## src/rtl/waveform_capture.sv

```systemverilog
// rtl/waveform_capture.sv - triggered ADC waveform capture with pre-trigger history and pulse height
//
// Ports:
//   clk         - single clock, all state updates on its rising edge
//   reset       - asynchronous active-high reset
//   adc_data    - unsigned 14-bit ADC sample, one per clk
//   threshold   - unsigned 14-bit trigger level (rising crossing)
//   enable      - 1 = arm and trigger, 0 = return to idle when not capturing
//   waveform    - NSAMP captured samples, index 0 oldest
//   acquire     - 0 while waveform/PulseHeight are stable and ready to send
//   PulseHeight - peak minus pre-trigger baseline, clamped at 0, zero-extended
//   trig_count  - number of accepted triggers, wraps
module waveform_capture #(
    parameter int NSAMP   = 32,
    parameter int PRETRIG = 4,
    parameter int HOLDOFF = 1024
) (
    input  logic                    clk,
    input  logic                    reset,
    input  logic [13:0]             adc_data,
    input  logic [13:0]             threshold,
    input  logic                    enable,
    output logic [NSAMP-1:0][13:0]  waveform,
    output logic                    acquire,
    output logic [31:0]             PulseHeight,
    output logic [15:0]             trig_count
);

    localparam int PW = $clog2(PRETRIG);
    localparam int IW = $clog2(NSAMP);
    localparam int CW = IW + 1;
    localparam int HW = $clog2(HOLDOFF + 1);

    typedef enum logic [2:0] {IDLE, FILL, ARMED, CAPTURE, HOLD} state_t;

    state_t                     state;
    state_t                     state_nx;
    logic [PRETRIG-1:0][13:0]   hist;        // index PRETRIG-1 is the newest sample
    logic [PW:0]                fill_cnt;
    logic [CW-1:0]              cap_idx;     // next waveform slot; reaching NSAMP means done
    logic [HW-1:0]              hold_cnt;
    logic [13:0]                baseline;
    logic [13:0]                peak;
    logic [PW+13:0]             hist_sum;
    logic                       trig;
    logic                       fill_done;
    logic                       cap_done;
    logic                       hold_done;

    always_comb begin
        hist_sum = '0;
        for (int i = 0; i < PRETRIG; i++) begin
            hist_sum = hist_sum + (PW+14)'(hist[i]);
        end
    end

    // Rising crossing: previous registered sample below, current sample at or above.
    assign trig      = (state == ARMED) && enable &&
                       (hist[PRETRIG-1] < threshold) && (adc_data >= threshold);
    assign fill_done = (fill_cnt == (PW+1)'(PRETRIG - 1));
    assign cap_done  = (cap_idx == CW'(NSAMP));
    assign hold_done = (hold_cnt == HW'(HOLDOFF - 1));

    always_comb begin
        state_nx = state;
        case (state)
            IDLE:    if (enable) state_nx = FILL;
            FILL:    if (!enable) state_nx = IDLE;
                     else if (fill_done) state_nx = ARMED;
            ARMED:   if (!enable) state_nx = IDLE;
                     else if (trig) state_nx = CAPTURE;
            CAPTURE: if (cap_done) state_nx = HOLD;
            HOLD:    if (hold_done) state_nx = enable ? FILL : IDLE;
            default: state_nx = IDLE;
        endcase
    end

    always_ff @(posedge clk or posedge reset) begin
        if (reset) begin
            state <= IDLE;
        end else begin
            state <= state_nx;
        end
    end

    always_ff @(posedge clk or posedge reset) begin
        if (reset) begin
            hist        <= '0;
            fill_cnt    <= '0;
            cap_idx     <= '0;
            hold_cnt    <= '0;
            baseline    <= '0;
            peak        <= '0;
            waveform    <= '0;
            acquire     <= 1'b1;
            PulseHeight <= '0;
            trig_count  <= '0;
        end else begin
            case (state)
                IDLE: begin
                    fill_cnt <= '0;
                end
                FILL: begin
                    hist     <= {adc_data, hist[PRETRIG-1:1]};
                    fill_cnt <= fill_cnt + (PW+1)'(1);
                end
                ARMED: begin
                    hist <= {adc_data, hist[PRETRIG-1:1]};
                    if (trig) begin
                        waveform[PRETRIG-1:0] <= hist;
                        waveform[PRETRIG]     <= adc_data;
                        baseline              <= 14'(hist_sum >> PW);
                        peak                  <= adc_data;
                        trig_count            <= trig_count + 16'd1;
                        cap_idx               <= CW'(PRETRIG + 1);
                    end
                end
                CAPTURE: begin
                    if (cap_done) begin
                        PulseHeight <= (peak >= baseline) ? 32'(peak - baseline) : 32'd0;
                        acquire     <= 1'b0;
                        hold_cnt    <= '0;
                    end else begin
                        waveform[cap_idx[IW-1:0]] <= adc_data;
                        if (adc_data > peak) peak <= adc_data;
                        cap_idx <= cap_idx + CW'(1);
                    end
                end
                HOLD: begin
                    hold_cnt <= hold_cnt + HW'(1);
                    fill_cnt <= '0;
                    if (hold_done) acquire <= 1'b1;
                end
                default: ;
            endcase
        end
    end

endmodule

```

## config.mk

```make
export PLATFORM = sky130hd
export DESIGN_NAME = waveform_capture
export DESIGN_NICKNAME = d
export VERILOG_FILES = /design/src/rtl/waveform_capture.sv
export SDC_FILE = /design/constraint.sdc
export NUM_CORES = 1
export LEC_CHECK = 0
export BUFFER_PORTS_ARGS = -buffer_cell sky130_fd_sc_hd__buf_2
export CORE_MARGIN = 5
export CORE_UTILIZATION = 40
export CTS_CLUSTER_SIZE = 25
export DETAILED_ROUTE_END_ITERATION = 8
export GPL_TIMING_DRIVEN = 0
export SYNTH_ARGS = -nofsm -noshare
export SYNTH_HDL_FRONTEND = slang
export SYNTH_SLANG_ARGS = --single-unit
```

## constraint.sdc

```tcl
create_clock -name clk -period 23.6 [get_ports clk]
set_clock_uncertainty 0.1 [all_clocks]
set_input_delay 4.72 -clock clk [delete_from_list [all_inputs] [get_ports clk]]
set_output_delay 4.72 -clock clk [all_outputs]
set_load 0.1 [all_outputs]
```

==> metrics.md <==
| Metric | Value |
|---|---|
| CTS resizes | 0 |
| Syn_nets | ~2200 |
| DRT antenna net count | 0 |
| Setup slack, reg-to-reg | just under 20000 ps |
| Period utilisation layout | 0.333 |
| CTS tree | done |
| DR iter-0 viols | 1029 |
| F_max | ~130 MHz |
| Synth warn | 0 |
| Ys flop type | dfrtp_1 |
| Area growth, synth to finish | 23.3% |
| Slew @ Worst Pin | 1300 ps |
| Skew-Pair Late Insertion Delay | about 620 ps |
| Slew HR | 0.129 |
| CTS buffer count | 67 |
| Register area share after synthesis | 0.559 |
| Setup crit end kind | flop |
| PnR worst setup slack | 15750 ps |
| Synth cell types | between 70 and 80 |
| Unrepaired setup endpoints after global routing | false |
| Pwr dens | between 100 and 150 nW/um^2 |
| Ports | between 500 and 600 |
| Worst Path Max Fanout | 10 |
| Top post-synthesis cells by area | dfrtp_1, mux2_2, ha_1, o21ai_0, fa_1 |
| Sinks on Clock Net | just under 600 |
| RD Place Congestion | between 0.9 and 1 |
| Antenna violations before repair | 0 |
| Max-cap violation count | 0 |
| Routed len/inst | roughly 25 microns |
| Longest Clk Path Bufs | 3 |
| # rows | between 90 and 100 |
| Final setup vio count | 0 |
| FF+latch count, synth | around 590 |
| R2R cell count | 12 |
| IR drop worst, VDD | 0.0955 mV |
| Lkg Pwr | around 17 nW |
| Top-area cell type share of the netlist area | 0.558 |
| DP Worst Slack | around 15000 ps |
| Core area | around 66000 sq um |
| Reg2reg end | baseline[12] |
| Initial Util | 0.401 |
| Die area | 70900 sq um |
| Leading cell type in the layout, fill and taps excluded | dfrtp_1 |
| TritonRoute pass-1 iters | 5 |
| Die height | approximately 270 microns |
| Post-DP HPWL | 66300 microns |
| Cells after Synth | 2067 |
| Setup bufs post-CTS | 0 |
| N_diodes | 0 |
| HP Class | flop to flop |
| CTS H-tree lvls | 3 |
| Hold Path Cell Cnt | 1 |
| Mapped Area | roughly 26000 sq um |
| Hold buffers post-CTS | 0 |
| Async SR Flop Fraction | 1.00 |
| Commonest cells after routing, fill and taps aside | dfrtp_1, buf_2, mux2_2 |
| Vias | roughly 19000 |
| EDFF count, synth | 0 |
| Status | complete, no violations |
| Routed WL | 89100 microns |
| Fillers | roughly 5900 |
| CP required | ~24000 ps |
| Final-stage net count | 2804 |
| Hold Crit Start | waveform[64] |
| Final slew viol count | 0 |
| Min Clock Period, post-route | 7850 ps |
| Clock Tree Root | clkbuf_16 |
| Via/cell ratio | about 5.3 |
| RR Startpoint | hist[16] |
| First-pass GRT wire length | about 130000 microns |
| Total congestion overflow | 0 |
| Vias in the first global route | approximately 20000 |
| Crit Path Class | primary input to flop |
| Post-synth top area cell | dfrtp_1 |
| Util after Layout | 0.495 |
| DRC | 0 |
| Worst path arrival time | around 8200 ps |
| Layout cells sized above 1 | 0.429 |
| CP Launch Type | primary input |
| I/O Buffers | 527 |
| Post-Syn Area per Cell | ~13 sq um |
| GRT Total Usage | 0.247 |
| Clk slew on worst S/H paths | 60 ps |
| Final Hold Fails | 0 |
| Pin count of the biggest net entering global routing | approximately 140 |
| Hold EP | waveform[64] |
| Die Span X | approximately 270 microns |
## worst max-delay path: stages
cell      delay [ps]
buf_2            290
clkbuf_1         690
inv_1            260
ha_1             350
nand2b_1         140
a21oi_1          160
o21ai_1          110
a211o_1          340
o311a_4          220
a21oi_4          380
buf_6            240
mux2_4           310
## power breakdown
part	switching, mW	leakage [nW]	total (mW)	internal (mW)
clock network	0.448	1.12	1.08	0.630
logic	1.09	8.31	1.60	0.507
registers	0.101	7.92	1.23	1.13
## logic make-up (layout without fill, tap and decap cells)
group                    count (synthesis)  in the layout  share of synthesized area
buffers and inverters                  277            930                     0.0455
flip-flops                             587            587                      0.559
XOR/XNOR                                39             39                     0.0130
AO/OA/AOI/OAI                          295            295                     0.0745
multiplexers                           439            439                      0.192
AND/OR/NAND/NOR                        325            325                     0.0578
adder cells (fa/ha/maj)                105            105                     0.0583
## metrics by stage
stage               setup TNS (ps)  instance area [sq um]  total power, mW  instances  hold WS, ps
global placement          -1941320                  30000             2.80       3458          358
global route                     0                  32400             4.12       3584          397
finish                           0                  32400             3.90       3584          381
CTS                              0                  32400             3.93       3584          381
floorplan                        0                  26300             2.45       2067          349
detailed placement               0                  30100             2.83       3463          362
## sequential cells by signal (all words and copies together) (netlist names), 6 cells and up
signal / count
baseline: 14
hist: 56
peak: 14
PulseHeight: 15
waveform: 448
trig_count: 16
cap_idx: 6
hold_cnt: 11
## final cells by class
class                           instances  area, sq um  area share
Sequential cell                       587        14700       0.453
Clock inverter                         34          409      0.0126
Timing Repair Buffer                  532         2780      0.0856
Multi-Input combinational cell       1203        10400       0.321
Inverter                              139          529      0.0163
Buffer                                138          673      0.0208
Clock buffer                           87         1850      0.0571
Tap cell                              864         1080      0.0334
## cell usage after synthesis (19+ instances only)
| cell | count |
|---|---|
| o21ai_0 | 120 |
| mux2_2 | 396 |
| mux2_4 | 29 |
| fa_1 | 29 |
| a22oi_1 | 28 |
| xnor2_1 | 27 |
| inv_1 | 138 |
| buf_4 | 19 |
| clkbuf_1 | 75 |
| nand3_1 | 26 |
| nand2_1 | 144 |
| o2bb2ai_1 | 28 |
| a21oi_1 | 31 |
| buf_2 | 37 |
| ha_1 | 76 |
| dfrtp_1 | 586 |
| nor2_1 | 58 |
## worst max path at each step
stage,startpoint,cells after the start,slack (ps),endpoint
6_report,adc_data[0],12,15750,waveform[9]
5_1_grt,adc_data[0],12,15690,waveform[9]
4_1_cts,adc_data[0],12,15830,waveform[3]
3_5_place_dp,adc_data[0],12,15200,waveform[3]
3_3_place_gp,reset,2,-3400,trig_count[15]
2_1_floorplan,reset,1,2360,PulseHeight[0]
## per-layer routing
layer,vias to the layer above,track usage,routed length [microns]
met5,-,0,0
met4,0,0.0789,2780
met3,143,0.0716,7020
met2,609,0.417,44000
met1,9772,0.308,35300
li1,8337,-,-
Power figures use the tool's default switching activity.
